==> src/rtl/chn_pkg.sv <==
// Shared definitions for the two-channel block merger / demultiplexer pair:
// channel-select encoding, header magic, defaults and the demux state type.
package chn_pkg;

    localparam logic CHN1 = 1'b0;
    localparam logic CHN2 = 1'b1;

    localparam logic [7:0] HDR_MAGIC = 8'hA5;

    localparam int DEF_DATA_W    = 16;
    localparam int DEF_BLOCK_LEN = 1023;

    typedef enum logic [1:0] {
        ST_RUN  = 2'd0,
        ST_HDR  = 2'd1,
        ST_HUNT = 2'd2
    } state_e;

    // Header word that precedes every block of channel chn in the header build.
    function automatic logic [15:0] hdr_word(input logic chn);
        return {HDR_MAGIC, 7'h00, chn};
    endfunction

endpackage

==> src/rtl/chn_block_demux.sv <==
// chn_block_demux: splits the merged word stream (alternating BLOCK_LEN-word
// blocks, channel 1 first) back into two channel strobes with block status.
// Build option CHN_BLOCK_DEMUX_HDR_EN: each block is preceded by a header
// word {A5, 7'h00, chn}; adds HDR/HUNT states and the sticky sync_err flag.
module chn_block_demux
    import chn_pkg::*;
#(
    parameter int DATA_W    = DEF_DATA_W,
    parameter int BLOCK_LEN = DEF_BLOCK_LEN,
    parameter int CNT_W     = 10,
    parameter int BLKCNT_W  = 16
) (
    input  logic                clk,
    input  logic                rst,
    input  logic                resync,
    input  logic [DATA_W-1:0]   din,
    input  logic                din_en,
    output logic [DATA_W-1:0]   chn1_dout,
    output logic                chn1_dout_en,
    output logic [DATA_W-1:0]   chn2_dout,
    output logic                chn2_dout_en,
    output logic                blk_done,
    output logic                blk_chn,
    output logic [BLKCNT_W-1:0] blk_cnt,
    output logic                sync_err
);

    localparam logic [CNT_W-1:0] LAST_IDX = CNT_W'(BLOCK_LEN - 1);

`ifdef CHN_BLOCK_DEMUX_HDR_EN
    localparam state_e ST_RESET  = ST_HUNT;
    localparam state_e ST_RESYNC = ST_HDR;
`else
    localparam state_e ST_RESET  = ST_RUN;
    localparam state_e ST_RESYNC = ST_RUN;
`endif

    state_e                state_q, state_d;
    logic [CNT_W-1:0]      cnt_q, cnt_d;
    logic                  sel_q, sel_d;
    logic [DATA_W-1:0]     c1_q, c1_d;
    logic                  c1en_q, c1en_d;
    logic [DATA_W-1:0]     c2_q, c2_d;
    logic                  c2en_q, c2en_d;
    logic                  done_q, done_d;
    logic                  bchn_q, bchn_d;
    logic [BLKCNT_W-1:0]   bcnt_q, bcnt_d;
`ifdef CHN_BLOCK_DEMUX_HDR_EN
    logic                  serr_q, serr_d;
`endif

    // Next-state logic: routing, block accounting and header tracking.
    always_comb begin
        state_d = state_q;
        cnt_d   = cnt_q;
        sel_d   = sel_q;
        c1_d    = c1_q;
        c1en_d  = 1'b0;
        c2_d    = c2_q;
        c2en_d  = 1'b0;
        done_d  = 1'b0;
        bchn_d  = bchn_q;
        bcnt_d  = bcnt_q;
`ifdef CHN_BLOCK_DEMUX_HDR_EN
        serr_d  = serr_q;
`endif
        if (resync) begin
            // Word presented together with resync is intentionally dropped.
            cnt_d   = '0;
            sel_d   = CHN1;
            state_d = ST_RESYNC;
        end else if (din_en) begin
            unique case (state_q)
                ST_RUN: begin
                    if (sel_q == CHN1) begin
                        c1_d   = din;
                        c1en_d = 1'b1;
                    end else begin
                        c2_d   = din;
                        c2en_d = 1'b1;
                    end
                    if (cnt_q == LAST_IDX) begin
                        cnt_d  = '0;
                        sel_d  = (sel_q == CHN1) ? CHN2 : CHN1;
                        done_d = 1'b1;
                        bchn_d = sel_q;
                        bcnt_d = bcnt_q + BLKCNT_W'(1);
`ifdef CHN_BLOCK_DEMUX_HDR_EN
                        state_d = ST_HDR;
`endif
                    end else begin
                        cnt_d = cnt_q + CNT_W'(1);
                    end
                end
`ifdef CHN_BLOCK_DEMUX_HDR_EN
                ST_HDR: begin
                    if (din == DATA_W'(hdr_word(sel_q))) begin
                        state_d = ST_RUN;
                    end else begin
                        serr_d  = 1'b1;
                        state_d = ST_HUNT;
                    end
                end
                ST_HUNT: begin
                    // Realign only on a channel-1 header: blocks restart in pairs.
                    if (din == DATA_W'(hdr_word(CHN1))) begin
                        sel_d   = CHN1;
                        cnt_d   = '0;
                        state_d = ST_RUN;
                    end
                end
`endif
                default: state_d = ST_RUN;
            endcase
        end
    end

    // State and output registers; reset clears everything including data.
    always_ff @(posedge clk) begin
        if (rst) begin
            state_q <= ST_RESET;
            cnt_q   <= '0;
            sel_q   <= CHN1;
            c1_q    <= '0;
            c1en_q  <= 1'b0;
            c2_q    <= '0;
            c2en_q  <= 1'b0;
            done_q  <= 1'b0;
            bchn_q  <= 1'b0;
            bcnt_q  <= '0;
`ifdef CHN_BLOCK_DEMUX_HDR_EN
            serr_q  <= 1'b0;
`endif
        end else begin
            state_q <= state_d;
            cnt_q   <= cnt_d;
            sel_q   <= sel_d;
            c1_q    <= c1_d;
            c1en_q  <= c1en_d;
            c2_q    <= c2_d;
            c2en_q  <= c2en_d;
            done_q  <= done_d;
            bchn_q  <= bchn_d;
            bcnt_q  <= bcnt_d;
`ifdef CHN_BLOCK_DEMUX_HDR_EN
            serr_q  <= serr_d;
`endif
        end
    end

    assign chn1_dout    = c1_q;
    assign chn1_dout_en = c1en_q;
    assign chn2_dout    = c2_q;
    assign chn2_dout_en = c2en_q;
    assign blk_done     = done_q;
    assign blk_chn      = bchn_q;
    assign blk_cnt      = bcnt_q;
`ifdef CHN_BLOCK_DEMUX_HDR_EN
    assign sync_err     = serr_q;
`else
    assign sync_err     = 1'b0;
`endif

endmodule

==> config.mk <==
export PLATFORM = sky130hd
export DESIGN_NAME = chn_block_demux
export DESIGN_NICKNAME = d
export VERILOG_FILES = /design/src/rtl/chn_pkg.sv /design/src/rtl/chn_block_demux.sv
export SDC_FILE = /design/constraint.sdc
export NUM_CORES = 1
export LEC_CHECK = 0
export CORE_ASPECT_RATIO = 0.8
export CORE_UTILIZATION = 53
export CTS_BUF_LIST = sky130_fd_sc_hd__clkbuf_4 sky130_fd_sc_hd__clkbuf_8 sky130_fd_sc_hd__clkbuf_16
export DETAILED_ROUTE_END_ITERATION = 16
export DONT_BUFFER_PORTS = 1
export GPL_TIMING_DRIVEN = 1
export PLACE_DENSITY = 0.76
export SETUP_SLACK_MARGIN = 0.05
export SKIP_CTS_REPAIR_TIMING = 1
export SYNTH_ARGS = -nofsm -noshare
export SYNTH_HDL_FRONTEND = slang
export SYNTH_SLANG_ARGS = --single-unit
==> constraint.sdc <==
create_clock -name clk -period 1.96 [get_ports clk]
set_clock_uncertainty 0.15 [all_clocks]
set_input_delay 0.392 -clock clk [delete_from_list [all_inputs] [get_ports clk]]
set_output_delay 0.392 -clock clk [all_outputs]
set_load 0.02 [all_outputs]
==> impl_results.md, run 1 <==
* Status: complete, but fails checks
* Failing checks: hold timing, setup timing
* Critical path data required time at 2.03 ns
* Final Hold Viols at 49
* Setup CP Type: reg -> reg
* Fill count at 351
* Die Area at 5000 um^2
* Vias at 2198
* Final Power at 0.002406 W
* Die H at 63.45 um
* Fin crit share at 102.0%
* Antenna diodes at 0
* DRC viols at 0
* Yosys top cell area share at 50.43%
* DR WL/cell at 15.03 um
* Nets at 355
* Main synth FF type: dfxtp_1
* Critical Path Start: cnt_q[0]
* Critical path arrival at 2.07 ns
* Placement Cell Area at 2760 um^2
* Crit-path max cell delay at 0.57 ns
* CTS buffer count at 9
* Core footprint at 4362 um^2
* WP depth at 6
* RSZ-0062 raised after global routing: true
* Maximum fanout along the worst path at 7
* Worst vdd ir at 634.2 uV
* Final HPWL DP at 3.829 mm
* Area added between synthesis and finish at 23.16%
* DRT Wirelength at 5.908 mm
* Worst setup EP type: flip-flop
* Mapped Cells at 303
* First-iteration detailed-routing DRC count at 88
* Vias in the first global route at 2194
* Hold_ws at -0.02615 ns
* Total gr overflow at 0
* Finish-stage setup viols at 5
* Ranking of synthesized cells by area: dfxtp_1 (50%), nand2_1 (11%), a21oi_1 (8.6%)
* Mean Syn Cell Area at 8.255 um^2
* CP Cell Sequence: inv_2 > ha_4 > nand4b_1 > or4_4 > nor4_2 > mux2_2
* Synthesized area at 2501 um^2
* CP Capture Point: blk_cnt[15]
* Critical path buffers and inverters at 1
* Ys async rst share at 0%
* FF-to-FF path depth at 6
* Clock Latency Late Sink at 0.33 ns
* Global Route Usage Sum at 24.74%
* Die width at 78.81 um
* I/O pin cnt at 73
* Seq/Total Area, Yosys at 50.43%
* TritonRoute pass-1 iters at 5
* Cell area after layout at 3080 um^2
* Pleak at 1.080 nW
* Area leader, netlist: dfxtp_1
* Routability cong. at 0.8252
* Area occupied by multi-input gates at 1237 um^2
* Number of synthesized flops with an enable pin at 0
* CP top delay family: simple AND/OR/NAND/NOR gates
* FF+latch count, synth at 63
* Slew margin rel. at 52.58%
* Tmin final at 2.000 ns
* First-pass GRT wire length at 9.604 mm
* Max Freq at 500.1 MHz
* Vias/cell at 5.593
* Longest Clk Path Bufs at 2
* Fin worst setup slack at -0.03962 ns
* # clock sinks at 63
* Max H-tree Level at 3
* Antenna violations before repair at 0
* Post-DRT Antenna Nets at 0
* Netlist cell types at 32
* Max Slew Vio Count at 0
* CTS tree: done
* Max_cap viols at 0
* Worst path slowest cell: or4_4
* Post-Syn Nets at 326
* Hold WC Path Type: in -> reg
* Worst Tran Pin Value at 0.7112 ns
* RR Endpoint: blk_cnt[15]
* Storage element area at 1280 um^2
* Largest net degree at the start of global routing at 56
* CP Launch Type: flip-flop
* FF-to-FF Start: cnt_q[0]
* Port buffer count at 0
* Power Dens Cells at 781.0 nW/um^2
* Root Buffer: clkbuf_8
* Initial Util at 57.34%
* Rows at 21
* Reg-to-reg slack, setup at -0.04 ns
* Worst-path clk slew at 0.07 ns
* Synth warn at 0
* Layout cell share with drive strength beyond 1 at 23.51%
## synth_stat cells (2+ instances only)
library cell,instances
a21oi_1,43
buf_2,3
clkbuf_1,15
dfxtp_1,63
ha_1,3
inv_1,6
mux2i_1,2
nand2_1,72
nand2b_1,2
nand3_1,8
nand3b_1,2
nand4_1,4
nand4b_1,2
nor2_1,20
nor2b_1,2
nor3_1,5
nor4_1,6
o21ai_0,7
o31ai_1,4
or3_1,7
or4_1,5
xnor2_1,10
xor2_1,3
## flip-flops by register name, summed over array words and instances, names as in the netlist
signal and flops:
chn1_dout_en 1, blk_chn 1, chn1_dout 16, chn2_dout 16
blk_done 1, chn2_dout_en 1, cnt_q 10, sel_q 1
blk_cnt 16
## layout by cell type (no fill, tap or decap), types with 2 or more instances in the layout
master	Yosys	layout
a21oi_1	43	40
a21oi_2	0	3
buf_4	1	32
clkbuf_8	0	12
clkinv_2	0	2
dfxtp_1	63	52
dfxtp_2	0	9
dfxtp_4	0	2
dlygate4sd3_1	0	3
ha_1	3	2
inv_1	6	5
mux2i_1	2	2
nand2_1	72	72
nand2b_1	2	2
nand3_1	8	6
nand3_2	0	2
nand3b_1	2	2
nand4_1	4	4
nand4b_1	2	2
nor2_1	20	20
nor2b_1	2	2
nor3_1	5	5
nor4_1	6	4
o21ai_0	7	5
o21ai_1	0	2
o31ai_2	0	2
or3_1	7	6
or4_1	5	2
or4_4	0	3
xnor2_1	10	10
xor2_1	3	3
## final cells by class
type / count / share of cell area, %
clock buffers: 12 / 5.361
clock inverters: 3 / 0.5686
inverters: 6 / 0.7311
multi-input cells: 215 / 40.17
flip-flops and latches: 63 / 41.55
well taps: 57 / 2.315
repair buffers: 37 / 9.301
## metal layers
metal  share of wire [%]  track usage (%)  wire [um]  vias to the layer above
li1                    -                -          -                     1084
met1                  43            29.22       2539                     1018
met2                  47            39.89       2773                       90
met3                 9.3            9.565        552                        6
met4                0.71            10.42         42                        0
met5                   0                0          0                        -
## power breakdown
group | switching (W) | total, W | internal, W
Sequential | 0.0000307 | 0.00133 | 0.00130
Clock | 0.000469 | 0.00102 | 0.000551
Combinational | 0.0000341 | 0.0000597 | 0.0000256
Total | 0.000534 | 0.00241 | 0.00187
## metrics by stage
stage                     std cells    TNS, ns  util, %  setup slack [ns]  hold WS, ns
after global placement          371   -0.01519    63.28          -0.01519       0.3121
after floorplan                 303  -0.001901        -         -0.001901       0.3194
final                           393    -0.1698    70.63          -0.03962     -0.02615
after global routing            393    -0.5407    70.63           -0.1159     -0.04707
after CTS                       386    -0.3325    67.47           -0.1259     -0.03958
after detailed placement        371    -0.1581    63.28          -0.09540       0.3097
## worst min path at each step
stage | startpoint | to | slack [ns] | cells after the start
6_report | rst | chn2_dout[1] | -0.03 | 1
5_1_grt | rst | blk_cnt[11] | -0.05 | 1
4_1_cts | rst | chn2_dout[1] | -0.04 | 1
3_5_place_dp | rst | blk_cnt[5] | 0.31 | 1
3_3_place_gp | rst | blk_cnt[1] | 0.31 | 1
2_1_floorplan | resync | sel_q | 0.32 | 1
## kinds of logic (layout without fill, tap and decap cells)
kind of cell | count (synthesis) | in the layout | synth area share [%]
fa+ha+maj | 3 | 3 | 1.501
simple gates | 140 | 140 | 26.56
xor+xnor | 13 | 13 | 4.552
compound gates | 55 | 55 | 11.51
other cells | 1 | 1 | 0.1499
flops | 63 | 63 | 50.43
buf+inv | 25 | 58 | 4.052
mux | 3 | 3 | 1.251
(Power assumes the default switching activity.)
==> run 2: changes to the inputs <==
--- a/config.mk
+++ b/config.mk
@@ -5,13 +5,16 @@
 export SDC_FILE = /design/constraint.sdc
 export NUM_CORES = 1
 export LEC_CHECK = 0
+export CELL_PAD_IN_SITES_DETAIL_PLACEMENT = 1
+export CELL_PAD_IN_SITES_GLOBAL_PLACEMENT = 1
 export CORE_ASPECT_RATIO = 0.8
-export CORE_UTILIZATION = 53
+export CORE_UTILIZATION = 40
 export CTS_BUF_LIST = sky130_fd_sc_hd__clkbuf_4 sky130_fd_sc_hd__clkbuf_8 sky130_fd_sc_hd__clkbuf_16
+export CTS_CLUSTER_SIZE = 10
 export DETAILED_ROUTE_END_ITERATION = 16
 export DONT_BUFFER_PORTS = 1
 export GPL_TIMING_DRIVEN = 1
-export PLACE_DENSITY = 0.76
+export PLACE_DENSITY = 0.78
 export SETUP_SLACK_MARGIN = 0.05
 export SKIP_CTS_REPAIR_TIMING = 1
 export SYNTH_ARGS = -nofsm -noshare
==> constraint.sdc (replaced) <==
create_clock -name clk -period 1.69 [get_ports clk]
set_clock_uncertainty 0.15 [all_clocks]
set_input_delay 0.338 -clock clk [delete_from_list [all_inputs] [get_ports clk]]
set_output_delay 0.338 -clock clk [all_outputs]
set_load 0.02 [all_outputs]
==> impl_results.md, run 2 (synthesis gave the netlist of run 1 again) <==
* Status: complete, but fails checks
* Failing checks: hold timing, setup timing
* Vias in the first global route at 2241
* Final HPWL DP at 4.616 mm
* CP Launch Type: flip-flop
* Fin crit share at 118.2%
* Tmin final at 1.998 ns
* Port buffer count at 0
* First-pass GRT wire length at 10.61 mm
* I/O pin cnt at 73
* Root Buffer: clkbuf_8
* Max_cap viols at 0
* Area added between synthesis and finish at 31.62%
* Power Dens Cells at 895.0 nW/um^2
* Worst-path clk slew at 0.07 ns
* FF-to-FF path depth at 6
* Setup CP Type: reg -> reg
* Commonest non-fill, non-tap cells in the layout: nand2_1 (72), dfxtp_1 (52), buf_4 (45)
* Core Util, Final at 55.10%
* Nets at 370
* Post-DRT Antenna Nets at 0
* Max Freq at 500.6 MHz
* FF-to-FF Start: cnt_q[0]
* Max Slew Vio Count at 0
* RR Endpoint: blk_cnt[14]
* Max H-tree Level at 3
* Rows at 25
* DRT Wirelength at 7.155 mm
* # clock sinks at 63
* Antenna diodes at 0
* Placement Cell Area at 2912 um^2
* Global Route Usage Sum at 20.36%
* Clock Latency Late Sink at 0.33 ns
* Fill count at 712
* Hold_ws at -0.07870 ns
* Layout cell share with drive strength beyond 1 at 28.21%
* Fin worst setup slack at -0.3076 ns
* Pleak at 1.170 nW
* Largest net degree at the start of global routing at 56
* Die Area at 6575 um^2
* Maximum fanout along the worst path at 8
* DR WL/cell at 16.56 um
* Die H at 72.73 um
* Routability cong. at 0.7804
* Critical Path Start: cnt_q[0]
* Reg-to-reg slack, setup at -0.31 ns
* CP Capture Point: blk_cnt[14]
* Initial Util at 41.86%
* Hold WC Path Type: in -> reg
* Vias at 2289
* Worst setup EP type: flip-flop
* RSZ-0062 raised after global routing: true
* Cell area after layout at 3292 um^2
* Vias/cell at 5.299
* CTS tree: done
* Worst vdd ir at 558.5 uV
* Core footprint at 5974 um^2
* CTS buffer count at 9
* Most common cell after layout, fill and taps aside: nand2_1
* Antenna violations before repair at 0
* Critical path data required time at 1.80 ns
* Final Hold Viols at 51
* Total gr overflow at 0
* Longest Clk Path Bufs at 2
* Die width at 90.41 um
* TritonRoute pass-1 iters at 4
* Critical path arrival at 2.11 ns
* Finish-stage setup viols at 26
* First-iteration detailed-routing DRC count at 50
* DRC viols at 0
[run 2: cell count changes in the layout (fill, tap and decap cells not counted), sizes merged]
cell and change:
buf +14, bufinv +1, clkinv -1, or4 +1
[run 2: layout make-up]
type	instances	area (um^2)	area share (%)
inverters	6	22.52	0.6841
repair buffers	51	401.6	12.20
flip-flops and latches	63	1282	38.96
clock inverters	3	42.54	1.292
clock buffers	12	158.9	4.827
well taps	81	101.3	3.079
multi-input cells	216	1282	38.96
[run 2: worst min path at each step]
| stage | slack, ns | cells past startpoint | endpoint | startpoint |
|---|---|---|---|---|
| 5_1_grt | -0.10 | 1 | blk_cnt[1] | rst |
| 2_1_floorplan | 0.27 | 1 | sel_q | resync |
| 3_5_place_dp | 0.26 | 1 | blk_cnt[1] | rst |
| 3_3_place_gp | 0.26 | 1 | blk_cnt[4] | rst |
| 4_1_cts | -0.1 | 1 | blk_cnt[1] | rst |
| 6_report | -0.08 | 1 | chn2_dout[0] | rst |
[run 2: report_power, final]
group | leakage, nW | internal (W) | switching, W
clock network | 0.102 | 0.000768 | 0.000565
logic | 0.552 | 0.0000346 | 0.0000426
registers | 0.516 | 0.00150 | 0.0000357
total | 1.17 | 0.00230 | 0.000643
[run 2: routing by layer]
metal	global-route usage [%]	vias up	wire, um
li1	-	1115	-
met1	24.58	1116	3135
met2	35.11	52	3582
met3	7.292	6	394
met4	4.839	0	43
met5	0	-	0
[run 2: critical path, stage by stage (launching register included)]
cell,delay (ns)
dfxtp_2,0.33
inv_2,0.07
ha_4,0.14
nand3_2,0.07
or4_4,0.59
or4_1,0.44
a21oi_1,0.15
[run 2: through the flow]
stage          power, W  hold slack, ns  setup WS (ns)  TNS, ns  cells
2_1_floorplan  0.001640          0.2654        -0.2431   -2.483    303
3_3_place_gp   0.001639          0.2570        -0.2452   -1.748    409
3_5_place_dp   0.001643          0.2596        -0.3296   -2.678    409
4_1_cts        0.002967        -0.09927        -0.3609   -3.047    424
5_1_grt        0.003043         -0.1028        -0.3730   -5.719    432
6_report       0.002946        -0.07870        -0.3076   -3.476    432
==> run 3: changes to the inputs <==
--- a/config.mk
+++ b/config.mk
@@ -8,6 +8,7 @@
 export CELL_PAD_IN_SITES_DETAIL_PLACEMENT = 1
 export CELL_PAD_IN_SITES_GLOBAL_PLACEMENT = 1
 export CORE_ASPECT_RATIO = 0.8
+export CORE_MARGIN = 3
 export CORE_UTILIZATION = 40
 export CTS_BUF_LIST = sky130_fd_sc_hd__clkbuf_4 sky130_fd_sc_hd__clkbuf_8 sky130_fd_sc_hd__clkbuf_16
 export CTS_CLUSTER_SIZE = 10
==> impl_results.md, run 3 (synthesis gave the netlist of run 1 again) <==
* Status: complete, but fails checks
* Failing checks: hold timing, setup timing
* Most common cell after layout, fill and taps aside: nand2_1
* Routability cong. at 0.7481
* Largest net degree at the start of global routing at 56
* First-iteration detailed-routing DRC count at 53
* Root Buffer: clkbuf_8
* Worst path slowest cell: or4_4
* DRC viols at 0
* Finish-stage setup viols at 13
* Global Route Usage Sum at 20.80%
* Commonest non-fill, non-tap cells in the layout: nand2_1 (71), dfxtp_1 (52), buf_4 (42)
* First-pass GRT wire length at 11.86 mm
* Critical path data required time at 1.81 ns
* Critical path arrival at 2.15 ns
* Total negative slack at -3.029 ns
* Final Hold Viols at 52
* Max Slew Vio Count at 0
* DR WL/cell at 17.54 um
* Hold path startpoint: rst
* Fin worst setup slack at -0.3372 ns
* Vias/cell at 5.356
* RSZ-0062 raised after global routing: true
* Layout cell share with drive strength beyond 1 at 30.37%
* Fin crit share at 120.0%
* Initial Util at 41.86%
* Hold_ws at -0.08563 ns
* Total gr overflow at 0
* CP Launch Type: flip-flop
* I/O pin cnt at 73
* Cell area after layout at 3321 um^2
* Pleak at 1.169 nW
* CP Cell Sequence: inv_2 > ha_4 > nand4b_1 > buf_4 > or4_4 > or3_1 > a21oi_1
* Area added between synthesis and finish at 32.77%
* Die width at 94.41 um
* Core footprint at 5974 um^2
* Maximum fanout along the worst path at 5
* Antenna violations before repair at 0
* Critical Path Start: cnt_q[0]
* Longest Clk Path Bufs at 2
* CTS buffer count at 9
* Storage element area at 1280 um^2
* # clock sinks at 63
* Max Freq at 493.3 MHz
* Fill count at 717
* Port buffer count at 0
* CTS tree: done
* DRT Wirelength at 7.544 mm
* Power Dens Cells at 918.0 nW/um^2
* Vias in the first global route at 2443
* Critical path buffers and inverters at 2
* Max_cap viols at 0
* Post-DRT Antenna Nets at 0
* Max H-tree Level at 3
* Die H at 76.73 um
* Worst setup EP type: flip-flop
* CP top delay family: simple AND/OR/NAND/NOR gates
* Die Area at 7244 um^2
* Tmin final at 2.027 ns
* TritonRoute pass-1 iters at 4
* Nets at 367
* Clock Latency Late Sink at 0.33 ns
* Antenna diodes at 0
* FF-to-FF Start: cnt_q[0]
* Rows at 25
* Worst-path clk slew at 0.07 ns
* Vias at 2303
* Placement Cell Area at 2874 um^2
* Area occupied by multi-input gates at 1333 um^2
* Setup CP Type: reg -> reg
* Worst vdd ir at 579.9 uV
* Crit-path max cell delay at 0.47 ns
* Hold WC Path Type: in -> reg
* Final HPWL DP at 4.833 mm
-- run 3: report_power, final --
| part | switching (W) | internal, W |
|---|---|---|
| combinational | 0.0000447 | 0.0000337 |
| clock | 0.000589 | 0.000842 |
| sequential | 0.0000365 | 0.00150 |
-- run 3: final cells by class --
class	instances	share of cell area, %
inverters	6	0.6782
multi-input cells	217	40.13
repair buffers	47	11.12
clock buffers	10	3.956
clock inverters	6	2.524
well taps	81	3.052
flip-flops and latches	63	38.55
-- run 3: per-stage QoR --
stage	utilization, %	std cells	power (W)	setup slack [ns]	hold slack [ns]
2_1_floorplan	-	303	0.001640	-0.2431	0.2654
3_3_place_gp	48.10	404	0.001636	-0.2399	0.2566
3_5_place_dp	48.10	404	0.001640	-0.3101	0.2592
4_1_cts	51.71	420	0.003074	-0.3309	-0.1083
5_1_grt	55.58	430	0.003184	-0.3906	-0.1149
6_report	55.58	430	0.003048	-0.3372	-0.08563
-- run 3: worst paths after layout --
check / endpoint / slack [ns] / depth (start not counted)
hold / removal: chn2_dout[13] / -0.09 / 1
hold reg to reg: blk_cnt[14] / 0.38 / 2
setup reg to reg: blk_cnt[9] / -0.34 / 7
setup / recovery: blk_cnt[9] / -0.34 / 7
-- run 3: worst register-to-register path: cells and delay by family (launching register included) --
kind	cells	cell delay [ns]
AOI/OAI and AO/OA	1	0.12
buffers and inverters	2	0.26
adders and majority gates	1	0.14
DFF	1	0.33
and+or+nand+nor	3	0.96
-- run 3: per-layer routing --
layer / wire, um / GRT usage, % / up-vias
met4: 90 / 5.339 / 0
met3: 497 / 9.216 / 11
met5: 0 / 0 / -
met1: 3125 / 24.46 / 1121
li1: - / - / 1112
met2: 3831 / 34.49 / 59
